[src/rtl/fetch_unit.sv]
// Instruction fetch stage: owns the PC, reads instruction memory and hands the
// fetched word to the decoder over a valid/ready handshake.
module fetch_unit #(
  parameter int                  PC_WIDTH    = 6,
  parameter int                  INSTR_WIDTH = 16,
  parameter logic [PC_WIDTH-1:0] RESET_PC    = 6'd0,
  parameter logic [3:0]          HALT_OPCODE = 4'b1111
) (
  input  logic                   clk,
  input  logic                   reset,
  input  logic                   run,
  input  logic [INSTR_WIDTH-1:0] instruction,
  output logic [PC_WIDTH-1:0]    pc,
  output logic                   imem_en,
  output logic [INSTR_WIDTH-1:0] ir,
  output logic                   ir_valid,
  input  logic                   ir_ready,
  input  logic                   branch_valid,
  input  logic [PC_WIDTH-1:0]    branch_target,
  output logic                   halted
);

  typedef enum logic [1:0] {
    IDLE  = 2'd0,
    ISSUE = 2'd1,
    VALID = 2'd2,
    HALT  = 2'd3
  } state_t;

  localparam logic [PC_WIDTH-1:0] PC_ONE = PC_WIDTH'(1);

  state_t                  state_r;
  state_t                  state_next_s;
  logic [PC_WIDTH-1:0]     pc_r;
  logic [PC_WIDTH-1:0]     pc_next_s;
  logic [INSTR_WIDTH-1:0]  ir_r;
  logic                    ir_load_s;
  logic                    ir_valid_r;
  logic                    ir_valid_next_s;
  logic                    halt_op_s;
  logic                    imem_en_s;
  logic                    halted_s;

  assign halt_op_s = (ir_r[INSTR_WIDTH-1 -: 4] == HALT_OPCODE);

  // State register
  always_ff @(posedge clk) begin
    if (reset) begin
      state_r <= IDLE;
    end else begin
      state_r <= state_next_s;
    end
  end

  // Next-state logic; a branch in VALID outranks the decoder handshake
  always_comb begin
    state_next_s = state_r;
    case (state_r)
      IDLE: begin
        if (run) state_next_s = ISSUE;
        else     state_next_s = IDLE;
      end
      ISSUE: begin
        if (branch_valid) state_next_s = ISSUE;
        else              state_next_s = VALID;
      end
      VALID: begin
        if (branch_valid)   state_next_s = ISSUE;
        else if (ir_ready) begin
          if (halt_op_s)    state_next_s = HALT;
          else if (run)     state_next_s = ISSUE;
          else              state_next_s = IDLE;
        end else            state_next_s = VALID;
      end
      HALT:    state_next_s = HALT;
      default: state_next_s = IDLE;
    endcase
  end

  // Outputs decoded from the state register
  always_comb begin
    imem_en_s = 1'b0;
    halted_s  = 1'b0;
    case (state_r)
      ISSUE:   imem_en_s = 1'b1;
      HALT:    halted_s  = 1'b1;
      default: begin
        imem_en_s = 1'b0;
        halted_s  = 1'b0;
      end
    endcase
  end

  // Datapath next values: PC, instruction capture and valid flag
  always_comb begin
    pc_next_s       = pc_r;
    ir_load_s       = 1'b0;
    ir_valid_next_s = ir_valid_r;
    case (state_r)
      IDLE: begin
        if (branch_valid) pc_next_s = branch_target;
        else              pc_next_s = pc_r;
      end
      ISSUE: begin
        if (branch_valid) begin
          pc_next_s = branch_target;
        end else begin
          ir_load_s       = 1'b1;
          ir_valid_next_s = 1'b1;
          pc_next_s       = pc_r + PC_ONE;
        end
      end
      VALID: begin
        if (branch_valid) begin
          ir_valid_next_s = 1'b0;
          pc_next_s       = branch_target;
        end else if (ir_ready) begin
          ir_valid_next_s = 1'b0;
        end else begin
          ir_valid_next_s = ir_valid_r;
        end
      end
      HALT:    ir_valid_next_s = 1'b0;
      default: ir_valid_next_s = 1'b0;
    endcase
  end

  // Datapath registers; ir keeps its last word once consumed
  always_ff @(posedge clk) begin
    if (reset) begin
      pc_r       <= RESET_PC;
      ir_r       <= {INSTR_WIDTH{1'b0}};
      ir_valid_r <= 1'b0;
    end else begin
      pc_r       <= pc_next_s;
      ir_valid_r <= ir_valid_next_s;
      if (ir_load_s) ir_r <= instruction;
    end
  end

  assign pc       = pc_r;
  assign ir       = ir_r;
  assign ir_valid = ir_valid_r;
  assign imem_en  = imem_en_s;
  assign halted   = halted_s;

endmodule

[config.mk]
export PLATFORM = sky130hd
export DESIGN_NAME = fetch_unit
export DESIGN_NICKNAME = d
export VERILOG_FILES = /design/src/rtl/fetch_unit.sv
export SDC_FILE = /design/constraint.sdc
export NUM_CORES = 1
export LEC_CHECK = 0
export ABC_AREA = 1
export CORE_ASPECT_RATIO = 1.2
export CORE_MARGIN = 1
export CORE_UTILIZATION = 24
export CTS_CLUSTER_SIZE = 14
export DETAILED_ROUTE_END_ITERATION = 16
export SLEW_MARGIN = 30
export SYNTH_ARGS = -nofsm -noshare
export SYNTH_HDL_FRONTEND = slang
export SYNTH_SLANG_ARGS = --single-unit
[constraint.sdc]
create_clock -name clk -period 1.3 [get_ports clk]
set_input_delay 0.39 -clock clk [delete_from_list [all_inputs] [get_ports clk]]
set_output_delay 0.39 -clock clk [all_outputs]
set_load 0.05 [all_outputs]
==> flow_metrics.env <==
export IMPL_avgRoutedWirePerCell_um=10.9
export IMPL_fin_crit_sh=0.999
export IMPL_syn2layout_area_growth_pct=98.1
export IMPL_ys_ff_latch=25
export IMPL_rsz0062_at_grt="yes"
export IMPL_seqCellArea_um2=510
export IMPL_multiInputGateArea_um2=547
export IMPL_start_util=0.254
export IMPL_globalRouteOverflowTotal=0
export IMPL_grtUsageTotal=0.127
export IMPL_power_share_switching=0.330
export IMPL_hpwl_mm=2.34
export IMPL_cp_required_ns=0.91
export IMPL_setup_viol_count_final=0
export IMPL_reg2reg_depth=8
export IMPL_fp_dieW_um=63.8
export IMPL_grt_pass1_vias=1133
export IMPL_hold_viol_final=0
export IMPL_finalClockSkew_ns=0.00347
export IMPL_num_fill_cells=423
export IMPL_intPower_uw=1440
export IMPL_die_area_mm2=0.00485
export IMPL_r2r_slack_ns=0.06
export IMPL_fin_util=0.503
export IMPL_cpPeakStageDelay_ns=0.36
export IMPL_cp_end_kind="output pin"
export IMPL_crit_slowest_cell="dfxtp_2"
export IMPL_path_class="flip-flop to output pin"
export IMPL_cts_tree="done"
export IMPL_grt_max_degree=19
export IMPL_worst_setup_path_start_kind="flip-flop"
export IMPL_root_buffer="clkbuf_8"
export IMPL_clockBufferDepth=2
export IMPL_maxCapViolCount=0
export IMPL_avgSynthCellArea_um2=7.23
export IMPL_critPathArrivalTime_ns=0.91
export IMPL_max_clock_freq_ghz=0.770
export IMPL_drc_errors=0
export IMPL_synth_cell_types=23
export IMPL_place_gp_congestion=0.869
export IMPL_ys_seq_area_frac=0.456
export IMPL_cts_made_buffers=3
export IMPL_tightestPinTransition_ns=0.308
export IMPL_comb_power_share=0.366
export IMPL_crit_path_cell_trace="inv_2 -> nand2_4 -> inv_4 -> buf_12"
export IMPL_pwr_share_clk=0.214
export IMPL_die_y_um=76.1
export IMPL_post_dp_cell_area_mm2=0.00204
export IMPL_synth_nets=180
export IMPL_antenna_found_initial=0
export IMPL_relSlewSlack=0.793
export IMPL_seq_power_share=0.420
export IMPL_nets=252
export IMPL_switchingPower_uw=710
export IMPL_viasPerCell=4.31
export IMPL_irDropWorstVdd_uv=582
export IMPL_clk_latency_ns=0.26
export IMPL_ys_warn_count=0
export IMPL_diodes=0
export IMPL_grt_pass1_wl_mm=5.04
export IMPL_num_io_pins=52
export IMPL_drt_pre_antenna_iters=4
export IMPL_num_vias=1202
export IMPL_cts_sinks=25
export IMPL_routed_wl_mm=3.05
export IMPL_coreArea_mm2=0.00433
export IMPL_htreeDepth=1
export IMPL_drive_above_1_share=0.345
export IMPL_fin_area_mm2=0.00218
export IMPL_final_min_clock_period_ns=1.30
export IMPL_drv_slew=0
export IMPL_portBuffers=51
export IMPL_synthesis_area_mm2=0.00110
export IMPL_holdBufCountCts=0
export IMPL_synthCells=152
export IMPL_num_rows=26
export IMPL_hold_path_class="flip-flop to flip-flop"
export IMPL_status="finished clean"
export IMPL_drt_iter0_drc=43
export IMPL_clk_pin_slew_ns=0.09
export IMPL_power_density_mw_per_mm2=989
export IMPL_min_delay_path_depth=2
export IMPL_cp_max_fo=3
export IMPL_total_leakage_power_uw=0.000916
export IMPL_detail_route_antenna_nets=0
kinds of logic (layout without fill, tap and decap cells):
logic type	after synthesis	in the layout	synth area share
adders and majority gates	1	1	0.0114
buffers and inverters	21	91	0.0786
AOI/OAI and AO/OA	41	42	0.205
DFF	25	25	0.456
and+or+nand+nor	64	64	0.249
state kept, by name (all words and copies together) (netlist names):
signal,cells
ir,16
ir_valid,1
pc,6
state_r,2
worst max-delay path, delay by kind of cell, from the launching register on:
kind	cells	cell delay, ns
and+or+nand+nor	1	0.06
buffers and inverters	3	0.22
DFF	1	0.36
routing by layer:
metal | global-route usage | part of all wire | vias up
li1 | - | - | 636
met1 | 0.152 | 0.42 | 532
met2 | 0.217 | 0.50 | 32
met3 | 0.0404 | 0.069 | 2
met4 | 0.0341 | 0.0062 | 0
met5 | 0 | 0 | -
cell usage after synthesis, drive strengths merged:
cell,instances,share of area
nor3,2,0.0091
nand2,15,0.054
buf,3,0.013
inv,17,0.063
o21bai,1,0.0068
o211ai,1,0.0068
nor2,39,0.15
dfxtp,25,0.46
clkbuf,1,0.0034
or2,1,0.0057
o21ai,28,0.14
a21oi,11,0.054
ha,1,0.011
nand3,7,0.032
layout make-up:
cell class	instances	share of cell area
Multi-Input combinational cell	107	0.251
Timing Repair Buffer	70	0.426
Tap cell	56	0.0322
Inverter	17	0.0351
Sequential cell	25	0.235
Clock inverter	1	0.00230
Clock buffer	3	0.0190
worst paths after layout:
check / start / end
max: state_r[1]$_SDFF_PP0_ / imem_en
min: ir[13]$_SDFFE_PP0P_ / ir[13]$_SDFFE_PP0P_
max reg2reg: state_r[1]$_SDFF_PP0_ / ir[3]$_SDFFE_PP0P_
min reg2reg: ir[13]$_SDFFE_PP0P_ / ir[13]$_SDFFE_PP0P_
placed cells by master (no fill, tap or decap), drive strengths merged, types with 2 or more instances in the layout:
master	instances
clkbuf	3
nand3	7
clkdlybuf4s50	25
dfxtp	25
nor3	2
a21oi	11
o21ai	29
inv	17
nor2	39
nand2	15
buf	44
per-stage QoR:
stage	hold slack, ns	std cells	TNS, ns	worst slack [ns]	total power, µW
2_1_floorplan	0.452	152	0	0.0358	1240
3_3_place_gp	0.498	270	-7.81	-0.403	1670
3_5_place_dp	0.498	270	-8.11	-0.418	1670
4_1_cts	0.513	277	-0.00418	-0.00418	2160
5_1_grt	0.541	279	-0.0808	-0.0406	2270
6_report	0.510	279	0	0.000658	2150
power groups by stage:
stage          clock network (µW)  registers [µW]  logic (µW)
2_1_floorplan                   0            1080         166
3_3_place_gp                    0             921         749
3_5_place_dp                    0             921         752
4_1_cts                       486             905         772
5_1_grt                       520             912         836
6_report                      460             904         789
what timing repair did:
action / CTS / global route
endpoints found under the setup margin: 24 / 4
resized for setup: 11 / 14
pin swaps: 1 / 2
hold endpoints to repair: 0 / 0
cloned: 1 / 0
setup buffers: 2 / 2
Power figures use the tool's default switching activity.
